File: src/rtl/sdram_frame_reader.sv
// Avalon-MM read master streaming one frame buffer from SDRAM through a credit-limited pixel FIFO.
// Optional FRAME_LOOP_EN: continuous frame refresh, wrapping to the base address without a new start.
module sdram_frame_reader #(
   parameter int                      ADDRESSWIDTH = 32,
   parameter int                      DATAWIDTH    = 32,
   parameter logic [ADDRESSWIDTH-1:0] BASE_ADDR    = 32'h0800_0000,
   parameter int                      FRAME_WORDS  = 307200,
   parameter int                      FIFO_DEPTH   = 64
) (
   input  logic                    clk,
   input  logic                    reset_n,
   input  logic                    start,
   output logic                    busy,
   output logic                    done,
   output logic [ADDRESSWIDTH-1:0] master_address,
   output logic                    master_read,
   input  logic [DATAWIDTH-1:0]    master_readdata,
   input  logic                    master_readdatavalid,
   input  logic                    master_waitrequest,
   output logic [DATAWIDTH-1:0]    pix_data,
   output logic                    pix_valid,
   input  logic                    pix_ready
);

   localparam int IW = $clog2(FRAME_WORDS + 1);
   localparam int PW = (FIFO_DEPTH > 1) ? $clog2(FIFO_DEPTH) : 1;
   localparam int CW = $clog2(FIFO_DEPTH + 1);

   localparam logic [IW-1:0]           LAST_IDX  = IW'(FRAME_WORDS - 1);
   localparam logic [IW-1:0]           ISSUE_ONE = IW'(1);
   localparam logic [CW-1:0]           CNT_ONE   = CW'(1);
   localparam logic [CW:0]             DEPTH_C   = (CW + 1)'(FIFO_DEPTH);
   localparam logic [PW-1:0]           PTR_ONE   = PW'(1);
   localparam logic [ADDRESSWIDTH-1:0] ADDR_STEP = ADDRESSWIDTH'(4);

   typedef enum logic [1:0] {
      ST_IDLE  = 2'd0,
      ST_READ  = 2'd1,
      ST_DRAIN = 2'd2
   } state_t;

   state_t                  state_r, state_s;
   logic [IW-1:0]           issued_r, issued_s;
   logic [ADDRESSWIDTH-1:0] addr_r, addr_s;
   logic                    read_r, read_s;
   logic                    busy_r, busy_s;
   logic                    done_r, done_s;
   logic [CW-1:0]           in_flight_r, in_flight_s;
   logic [CW-1:0]           count_r, count_s;

   logic [DATAWIDTH-1:0]    mem_r [FIFO_DEPTH];
   logic [PW-1:0]           wr_ptr_r, rd_ptr_r;
   logic [DATAWIDTH-1:0]    head_r;
   logic                    head_valid_r, head_valid_s;

   logic accept_s, push_s, pop_s, start_ok_s;
   logic stored_empty_s, load_head_s, from_mem_s, bypass_s, write_mem_s;

`ifdef FRAME_LOOP_EN
   logic [IW-1:0] popped_r, popped_s;
`endif

   assign accept_s       = read_r & ~master_waitrequest;
   assign push_s         = master_readdatavalid & (state_r != ST_IDLE);
   assign pop_s          = head_valid_r & pix_ready;
   assign start_ok_s     = start & (state_r == ST_IDLE) & ~done_r;

   // The head register is the FIFO output; the array only holds words queued behind it.
   assign stored_empty_s = (wr_ptr_r == rd_ptr_r);
   assign load_head_s    = ~head_valid_r | pop_s;
   assign from_mem_s     = load_head_s & ~stored_empty_s;
   assign bypass_s       = load_head_s & stored_empty_s & push_s;
   assign write_mem_s    = push_s & ~bypass_s;

   assign busy           = busy_r;
   assign done           = done_r;
   assign master_address = addr_r;
   assign master_read    = read_r;
   assign pix_data       = head_r;
   assign pix_valid      = head_valid_r;

   // Next-value of the outstanding-read credit and total FIFO occupancy (head included).
   always_comb begin
      in_flight_s = in_flight_r;
      count_s     = count_r;
      case ({accept_s, push_s})
         2'b10:   in_flight_s = in_flight_r + CNT_ONE;
         2'b01:   in_flight_s = in_flight_r - CNT_ONE;
         default: in_flight_s = in_flight_r;
      endcase
      case ({push_s, pop_s})
         2'b10:   count_s = count_r + CNT_ONE;
         2'b01:   count_s = count_r - CNT_ONE;
         default: count_s = count_r;
      endcase
   end

   // Head-valid next value: refill from the array, bypass a fresh return, or go empty.
   always_comb begin
      head_valid_s = head_valid_r;
      if (load_head_s) begin
         head_valid_s = ~stored_empty_s | push_s;
      end else begin
         head_valid_s = 1'b1;
      end
   end

   // Frame control FSM: next state, address/issue counters, busy/done and read request.
   always_comb begin
      state_s  = state_r;
      issued_s = issued_r;
      addr_s   = addr_r;
      busy_s   = busy_r;
      done_s   = 1'b0;
      read_s   = 1'b0;
`ifdef FRAME_LOOP_EN
      popped_s = popped_r;
`endif
      case (state_r)
         ST_IDLE: begin
            if (start_ok_s) begin
               state_s  = ST_READ;
               busy_s   = 1'b1;
               issued_s = {IW{1'b0}};
               addr_s   = BASE_ADDR;
            end else begin
               state_s  = ST_IDLE;
            end
         end
         ST_READ: begin
            if (accept_s) begin
               if (issued_r == LAST_IDX) begin
`ifdef FRAME_LOOP_EN
                  addr_s   = BASE_ADDR;
                  issued_s = {IW{1'b0}};
`else
                  addr_s   = addr_r + ADDR_STEP;
                  issued_s = issued_r + ISSUE_ONE;
                  state_s  = ST_DRAIN;
`endif
               end else begin
                  addr_s   = addr_r + ADDR_STEP;
                  issued_s = issued_r + ISSUE_ONE;
               end
            end else begin
               state_s = ST_READ;
            end
         end
         ST_DRAIN: begin
            if ((in_flight_s == {CW{1'b0}}) && (count_s == {CW{1'b0}})) begin
               state_s = ST_IDLE;
               busy_s  = 1'b0;
               done_s  = 1'b1;
               addr_s  = BASE_ADDR;
            end else begin
               state_s = ST_DRAIN;
            end
         end
         default: begin
            state_s = ST_IDLE;
            busy_s  = 1'b0;
         end
      endcase

`ifdef FRAME_LOOP_EN
      // Continuous mode marks each frame boundary by counting pixels leaving the stream.
      if (pop_s) begin
         if (popped_r == LAST_IDX) begin
            popped_s = {IW{1'b0}};
            done_s   = 1'b1;
         end else begin
            popped_s = popped_r + ISSUE_ONE;
            done_s   = 1'b0;
         end
      end else begin
         popped_s = popped_r;
         done_s   = 1'b0;
      end
`endif

      // A stalled request is held unchanged; otherwise issue only while credit remains.
      if (read_r && master_waitrequest) begin
         read_s = 1'b1;
      end else if (state_s == ST_READ) begin
         read_s = (({1'b0, in_flight_s} + {1'b0, count_s}) < DEPTH_C);
      end else begin
         read_s = 1'b0;
      end
   end

   // Control and credit registers.
   always_ff @(posedge clk or negedge reset_n) begin
      if (!reset_n) begin
         state_r     <= ST_IDLE;
         issued_r    <= {IW{1'b0}};
         addr_r      <= BASE_ADDR;
         read_r      <= 1'b0;
         busy_r      <= 1'b0;
         done_r      <= 1'b0;
         in_flight_r <= {CW{1'b0}};
         count_r     <= {CW{1'b0}};
`ifdef FRAME_LOOP_EN
         popped_r    <= {IW{1'b0}};
`endif
      end else begin
         state_r     <= state_s;
         issued_r    <= issued_s;
         addr_r      <= addr_s;
         read_r      <= read_s;
         busy_r      <= busy_s;
         done_r      <= done_s;
         in_flight_r <= in_flight_s;
         count_r     <= count_s;
`ifdef FRAME_LOOP_EN
         popped_r    <= popped_s;
`endif
      end
   end

   // FIFO pointers and registered head.
   always_ff @(posedge clk or negedge reset_n) begin
      if (!reset_n) begin
         wr_ptr_r     <= {PW{1'b0}};
         rd_ptr_r     <= {PW{1'b0}};
         head_r       <= {DATAWIDTH{1'b0}};
         head_valid_r <= 1'b0;
      end else begin
         head_valid_r <= head_valid_s;
         if (write_mem_s) begin
            wr_ptr_r <= wr_ptr_r + PTR_ONE;
         end
         if (from_mem_s) begin
            head_r   <= mem_r[rd_ptr_r];
            rd_ptr_r <= rd_ptr_r + PTR_ONE;
         end else if (bypass_s) begin
            head_r   <= master_readdata;
         end
      end
   end

   // Array payload; validity is tracked by the pointers, so no reset is needed.
   always_ff @(posedge clk) begin
      if (write_mem_s) begin
         mem_r[wr_ptr_r] <= master_readdata;
      end
   end

endmodule
File: config.mk
export PLATFORM = sky130hd
export DESIGN_NAME = sdram_frame_reader
export DESIGN_NICKNAME = d
export VERILOG_FILES = /design/src/rtl/sdram_frame_reader.sv
export SDC_FILE = /design/constraint.sdc
export NUM_CORES = 2
export LEC_CHECK = 0
export CAP_MARGIN = 20
export CORE_MARGIN = 1.5
export CORE_UTILIZATION = 60
export DETAILED_ROUTE_END_ITERATION = 8
export PLACE_DENSITY_LB_ADDON = 0.12
export SLEW_MARGIN = 15
export SYNTH_ARGS = -nofsm -noshare
export SYNTH_HDL_FRONTEND = slang
export SYNTH_SLANG_ARGS = --single-unit
File: constraint.sdc
create_clock -name clk -period 7.9 [get_ports clk]
set_input_delay 1.58 -clock clk [delete_from_list [all_inputs] [get_ports clk]]
set_output_delay 1.58 -clock clk [all_outputs]
set_load 0.03 [all_outputs]
After elaboration in Yosys (flattened, before gate mapping)
Memory sizes are Yosys's and may differ from the RTL's.
Index checks and enable logic that the tools add are counted.
W data, S select, Z words.
{"block": "classes", "bitwise": 17, "n_eq_ne": 12, "n_lt_le_gt_ge": 1, "addsub": 9, "reduce_logical": 12, "muxes": 26}
{"operator": "$mux W32", "n": 5}
{"operator": "$pmux W32 S3", "n": 1}
{"operator": "$mux W19", "n": 2}
{"operator": "$pmux W19 S2", "n": 1}
{"operator": "$add A32 B3 Y32 const B", "n": 1}
{"operator": "$pmux W7 S2", "n": 2}
{"operator": "$add A19 B1 Y19 const B", "n": 1}
{"operator": "$eq A19 B19 Y1 const B", "n": 1}
{"operator": "$add A7 B1 Y7 const B", "n": 2}
{"operator": "$logic_not A7 Y1", "n": 2}
{"operator": "$sub A7 B1 Y7 const B", "n": 2}
{"operator": "$add A6 B1 Y6 const B", "n": 2}
{"operator": "$mux W1", "n": 10}
{"operator": "$and A1 B1 Y1", "n": 9}
{"operator": "$add A7 B7 Y8", "n": 1}
{"operator": "$eq A2 B1 Y1 const B", "n": 4}
{"operator": "$lt A8 B7 Y1 const B", "n": 1}
{"operator": "$eq A2 B2 Y1 const B", "n": 3}
{"operator": "$eq A6 B6 Y1", "n": 1}
{"operator": "$mux W2", "n": 3}
{"operator": "$ne A2 B2 Y1 const B", "n": 3}
{"operator": "$not A1 Y1", "n": 6}
{"operator": "$pmux W2 S3", "n": 1}
{"operator": "$reduce_and A3 Y1", "n": 2}
{"operator": "other kinds (7)", "n": 11}
{"block": "word_totals", "n_memories": 1, "ramBits": 2048, "ff_bits": 115, "input_bits": 38}
{"name": "mem_r", "depth": 64, "width": 32, "rd": 1, "rd_ports_with_merged_regs": 0, "write_ports": 1, "line_no": "51", "rtl": "logic [DATAWIDTH-1:0] mem_r [FIFO_DEPTH];"}

Depth between registers and ports, before layout
{"block": "depth", "ltp_word": 11, "mapped_depth": 17}

Worst setup path before layout
OpenSTA, ideal clock, no wires.
{"block": "synth_path", "kind": "input port to flip-flop", "from": "in master_readdatavalid", "to": "mem mem_r[55][0], enable pin", "slack_ns": 3.241, "path_stages": 9, "setup_ns": 0.421, "t_arrival_ns": 4.238, "path_cell_list": "o21a_4 inv_2 buf_4 a21oi_1 and2_1 clkbuf_1 nand3_1 clkbuf_1 nor2_1"}
{"block": "synth_via", "elab_chain_len": 6}
{"item": "from (decl)", "line_no": "18", "rtl": "input logic master_readdatavalid,"}
{"item": "$and A1 B1 Y1 *", "line_no": "64", "rtl": "assign push_s = master_readdatavalid & (state_r != ST_IDLE);"}
{"item": "$and A1 B1 Y1", "line_no": "72", "rtl": "assign bypass_s = load_head_s & stored_empty_s & push_s;"}
{"item": "$not A1 Y1", "line_no": "73", "rtl": "assign write_mem_s = push_s & ~bypass_s;"}
{"item": "$and A1 B1 Y1 *", "line_no": "73"}
{"item": "$mux W1 *", "line_no": "243", "rtl": "if (write_mem_s) begin"}
{"item": "$mux W1 (implied by the code) *", "line_no": "244", "rtl": "mem_r[wr_ptr_r] <= master_readdata;"}
{"item": "to (decl)", "line_no": "51"}
Mark *: on every way between the ends. The rest lies on a longest branch, timed or not.

Final worst setup path
{"block": "layout_path", "from": "in master_waitrequest", "to": "reg addr_r[21] (netlist: master_address[21])"}
{"block": "layout_via", "elab_chain_len": 8}
{"item": "from (decl)", "line_no": "19", "rtl": "input logic master_waitrequest,"}
{"item": "$not A1 Y1 *", "line_no": "63", "rtl": "assign accept_s = read_r & ~master_waitrequest;"}
{"item": "$and A1 B1 Y1 *", "line_no": "63"}
{"item": "$eq A2 B1 Y1 / $eq A2 B2 Y1 (equally long branches)", "line_no": "86", "rtl": "case ({accept_s, push_s})"}
{"item": "$pmux W7 S2 *", "line_no": "86"}
{"item": "net in_flight_s[6]", "line_no": "48", "rtl": "logic [CW-1:0] in_flight_r, in_flight_s;"}
{"item": "$logic_not A7 Y1 *", "line_no": "150", "rtl": "if ((in_flight_s == {CW{1'b0}}) && (count_s == {CW{1'b0}})) begin"}
{"item": "$logic_and A1 B1 Y1 *", "line_no": "150"}
{"item": "$ne A2 B2 Y1 (no source line) *"}
{"item": "$reduce_and A4 Y1 (no source line) *"}
{"item": "to (signal assigned)", "line_no": "208", "rtl": "addr_r <= addr_s;"}
{"item": "to (decl)", "line_no": "44", "rtl": "logic [ADDRESSWIDTH-1:0] addr_r, addr_s;"}
Mark *: on every way through the listed nets, which the timed path passes. The rest lies on a longest branch.
A chain may end at the register's enable or synchronous reset.

==> run_results.csv <==
group,metric,value,unit
clock_tree,cts_root_buf,"clkbuf_16",
yosys,yosys_warnings,0,
route,routed_wirelength,208,mm
hold_path,min_from,"busy",
clock_tree,cts_resized,0,
route,detail_route.wl_per_cell,35.3,µm
clock_tree,clkLatencyLatePin,0.83,ns
clock_tree,clk_pin_slew,0.06,ns
yosys,async_flop_share,0.0523,
power_and_ir_drop,power.leakage,29.5,nW
clock_tree,cts_sinks,2161,
critical_path,max_stage_delay,0.86,ns
critical_path,cp_top_family,"simple AND/OR/NAND/NOR gates",
placed_design,dp.cells,5507,
route,firstDrtPassIters,5,
yosys,synth-seq-area-share,0.765,
yosys,synth_ff_type,"edfxtp_1",
global_route,grt_pass1_vias,39585,
final_layout,fin_util,0.679,
sta,report.final.slew_viol_count,0,
critical_path,worstPathCellList,"clkdlybuf4s50_1 > nor2b_1 > inv_2 > ha_1 > nor4b_1 > a21oi_1 > o221a_2 > and4_1 > nor2_2 > nor4_4 > a21boi_2 > a221o_1",
floorplanning,die_area,142000,µm²
global_route,overflow,0,
sta,fmax,182,MHz
global_route,gr-usage-all-layers,0.302,
placed_design,placed_area,87600,µm²
power_and_ir_drop,peakVddDrop,554,µV
floorplanning,die_h,377,µm
critical_path,cp_max_fo,22,
final_layout,nFillCells,8405,
sta,rsz0062_at_grt,"false",
power_and_ir_drop,p_sw,10.5,mW
global_route,grt_max_degree,147,
critical_path,r2r_slack,2.54,ns
yosys,yosysTopAreaCellShare,0.732,
yosys,yosysMostFrequentCell,"edfxtp_1",
floorplanning,pin_count,106,
clock_tree,cts_tree,"built",
power_and_ir_drop,intPower,23.0,mW
job,drv_cap,0,
global_route,grt_use_met3,0.0658,
clock_tree,cts_buffer_depth,3,
sta,fin_setup_tns,0,ns
yosys,synth-edff-count,2048,
critical_path,cp.required,8.66,ns
clock_tree,cts_max_level,4,
critical_path,reg2reg_from,"rd_ptr_r[1]",
sta,hold_viol,0,
hold_path,min_path_cells,1,
final_layout,nNetsFinal,3909,
yosys,synth_area,84000,µm²
final_layout,area.growth.synth_to_final,12.5,%
placed_design,port_buffers,103,
final_layout,final_cell_area,94500,µm²
global_route,grt_pass1_wl,298,mm
floorplanning,core_area,139000,µm²
route,drcViolationCount,0,
floorplanning,die_w,377,µm
global_route,grt-busiest-layer,"met2",
global_route,antenna_found_initial,12,
route,drt_iter0_markers,5193,
placed_design,globalplace.congestion,0.867,
sta,finalCriticalPeriod,5.50,ns
route,antenna_left,0,
power_and_ir_drop,p_clk_frac,0.286,
critical_path,critPathSlowestCell,"a21boi_2",
critical_path,path_buf_inv,2,
hold_path,hold_class,"reg2reg",
global_route,grt.met1_usage,0.413,
final_layout,fin_cells,5909,
yosys,yosys.area.top_type,"edfxtp_1",
yosys,synthCells,3670,
critical_path,crit_path_end_kind,"flip-flop",
route,via_per_inst,6.71,
sta,worst_pin_slew,1.15,ns
critical_path,reg2regPathDepth,8,
sta,worst_slack,2.40,ns
route,vias,39666,
floorplanning,num_rows,137,
power_and_ir_drop,design_power_total,33.4,mW
yosys,yosys-top-cells-area,"edfxtp_1 (73%), mux4_2 (18%), dfrtp_1 (3.3%), clkbuf_1 (0.64%), nor2_1 (0.64%)",
clock_tree,hold_buffers,0,
sta,skew,0.0347,ns
yosys,synth-seq-cells,2161,
final_layout,drive_above_1_share,0.291,
yosys,avgSynthCellArea,22.9,µm²
hold_path,hold_end,"busy",
critical_path,reg2reg_to,"pix_data[25]",
power_and_ir_drop,power_density,354,nW/µm²
clock_tree,cts_buffers,207,
power_and_ir_drop,seqPwrFrac,0.406,
global_route,use_met2,0.489,
sta,layout_worst_path_cycle_share,0.696,
critical_path,cp-start-kind,"primary input",
critical_path,path_class,"in2reg",
critical_path,cp.arrival,6.26,ns
sta,slew_headroom,0.230,
clock_tree,cts_setup_buffers,0,
yosys,synth_commonest_cells,"edfxtp_1 (2048), mux4_2 (672), clkbuf_1 (144), nor2_1 (144), dfrtp_1 (112)",
power_and_ir_drop,pwr-share-comb,0.308,
floorplanning,initial_core_util,0.604,
run_status,status,"finished, final reports clean",
sta,hold_slack,0.487,ns
power_and_ir_drop,p_sw_frac,0.314,
sta,setup_viol,0,
placed_design,pre_cts_slack,1.63,ns
yosys,ys_types,76,
placed_design,dpl.hpwl,124,mm
cells by family (layout without fill, tap and decap cells):
group,count (synthesis),after routing,synth area share
multiplexers,678,678,0.181
AO/OA/AOI/OAI,149,149,0.0133
AND/OR/NAND/NOR,399,399,0.0228
XOR/XNOR,50,50,0.00521
adder cells (fa/ha/maj),14,14,0.00208
flip-flops,2161,2161,0.765
buffers and inverters,218,573,0.0102
other,1,9,0.0000446
sequential cells by signal (all words and copies together), names as in the netlist:
signal	flops
wr_ptr_r	6
rd_ptr_r	6
mem_r	2048
master_address	30
master_read	1
issued_r	19
count_r	7
pix_valid	1
in_flight_r	7
done	1
pix_data	32
state_r	2
busy	1
metal layers:
metal / vias to the layer above / routed length (µm)
met4: 10 / 7680
met1: 21385 / 77100
li1: 16003 / -
met2: 1931 / 104000
met5: - / 67
met3: 337 / 19300
power by group through the flow:
| stage | registers [mW] | clock network, mW | logic [mW] |
|---|---|---|---|
| after global routing | 13.6 | 10.1 | 10.7 |
| after detailed placement | 13.8 | 0 | 10.3 |
| after floorplan | 13.7 | 0 | 6.29 |
| after CTS | 13.6 | 9.68 | 10.4 |
| after global placement | 13.8 | 0 | 10.2 |
| final | 13.6 | 9.58 | 10.3 |
cell usage in the layout, fill, tap and decap left out, types with 14 or more instances in the layout:
master / count
edfxtp_1: 2048
mux4_2: 672
clkbuf_16: 215
nand2_1: 111
dfrtp_1: 106
nor2_1: 80
buf_4: 75
clkdlybuf4s50_1: 70
nor2_4: 64
clkinv_1: 58
clkbuf_1: 43
nand3_1: 42
a31oi_1: 33
clkinv_2: 33
xnor2_1: 27
xor2_1: 23
a21o_1: 20
nand4_1: 18
buf_12: 16
bufinv_16: 15
ha_1: 14
buf_2: 14
cell type report:
class                           instances  area [µm²]  area share
Tap cell                             1876        2350      0.0248
Antenna cell                            7        17.5    0.000185
Inverter                               11        41.3    0.000437
Multi-Input combinational cell       1292       19400       0.205
Timing Repair Buffer                  184        1900      0.0201
Clock inverter                        117         938     0.00993
Clock buffer                          261        5580      0.0591
Sequential cell                      2161       64300       0.681
worst max path at each step:
stage,from,end,cells after the start
after floorplan,master_readdatavalid,mem_r[55][0],9
after global placement,master_waitrequest,master_address[2],12
after detailed placement,master_waitrequest,master_address[21],12
after CTS,master_waitrequest,master_address[21],12
after global routing,master_waitrequest,master_address[21],12
final,master_waitrequest,master_address[21],12
(Power assumes the default switching activity.)
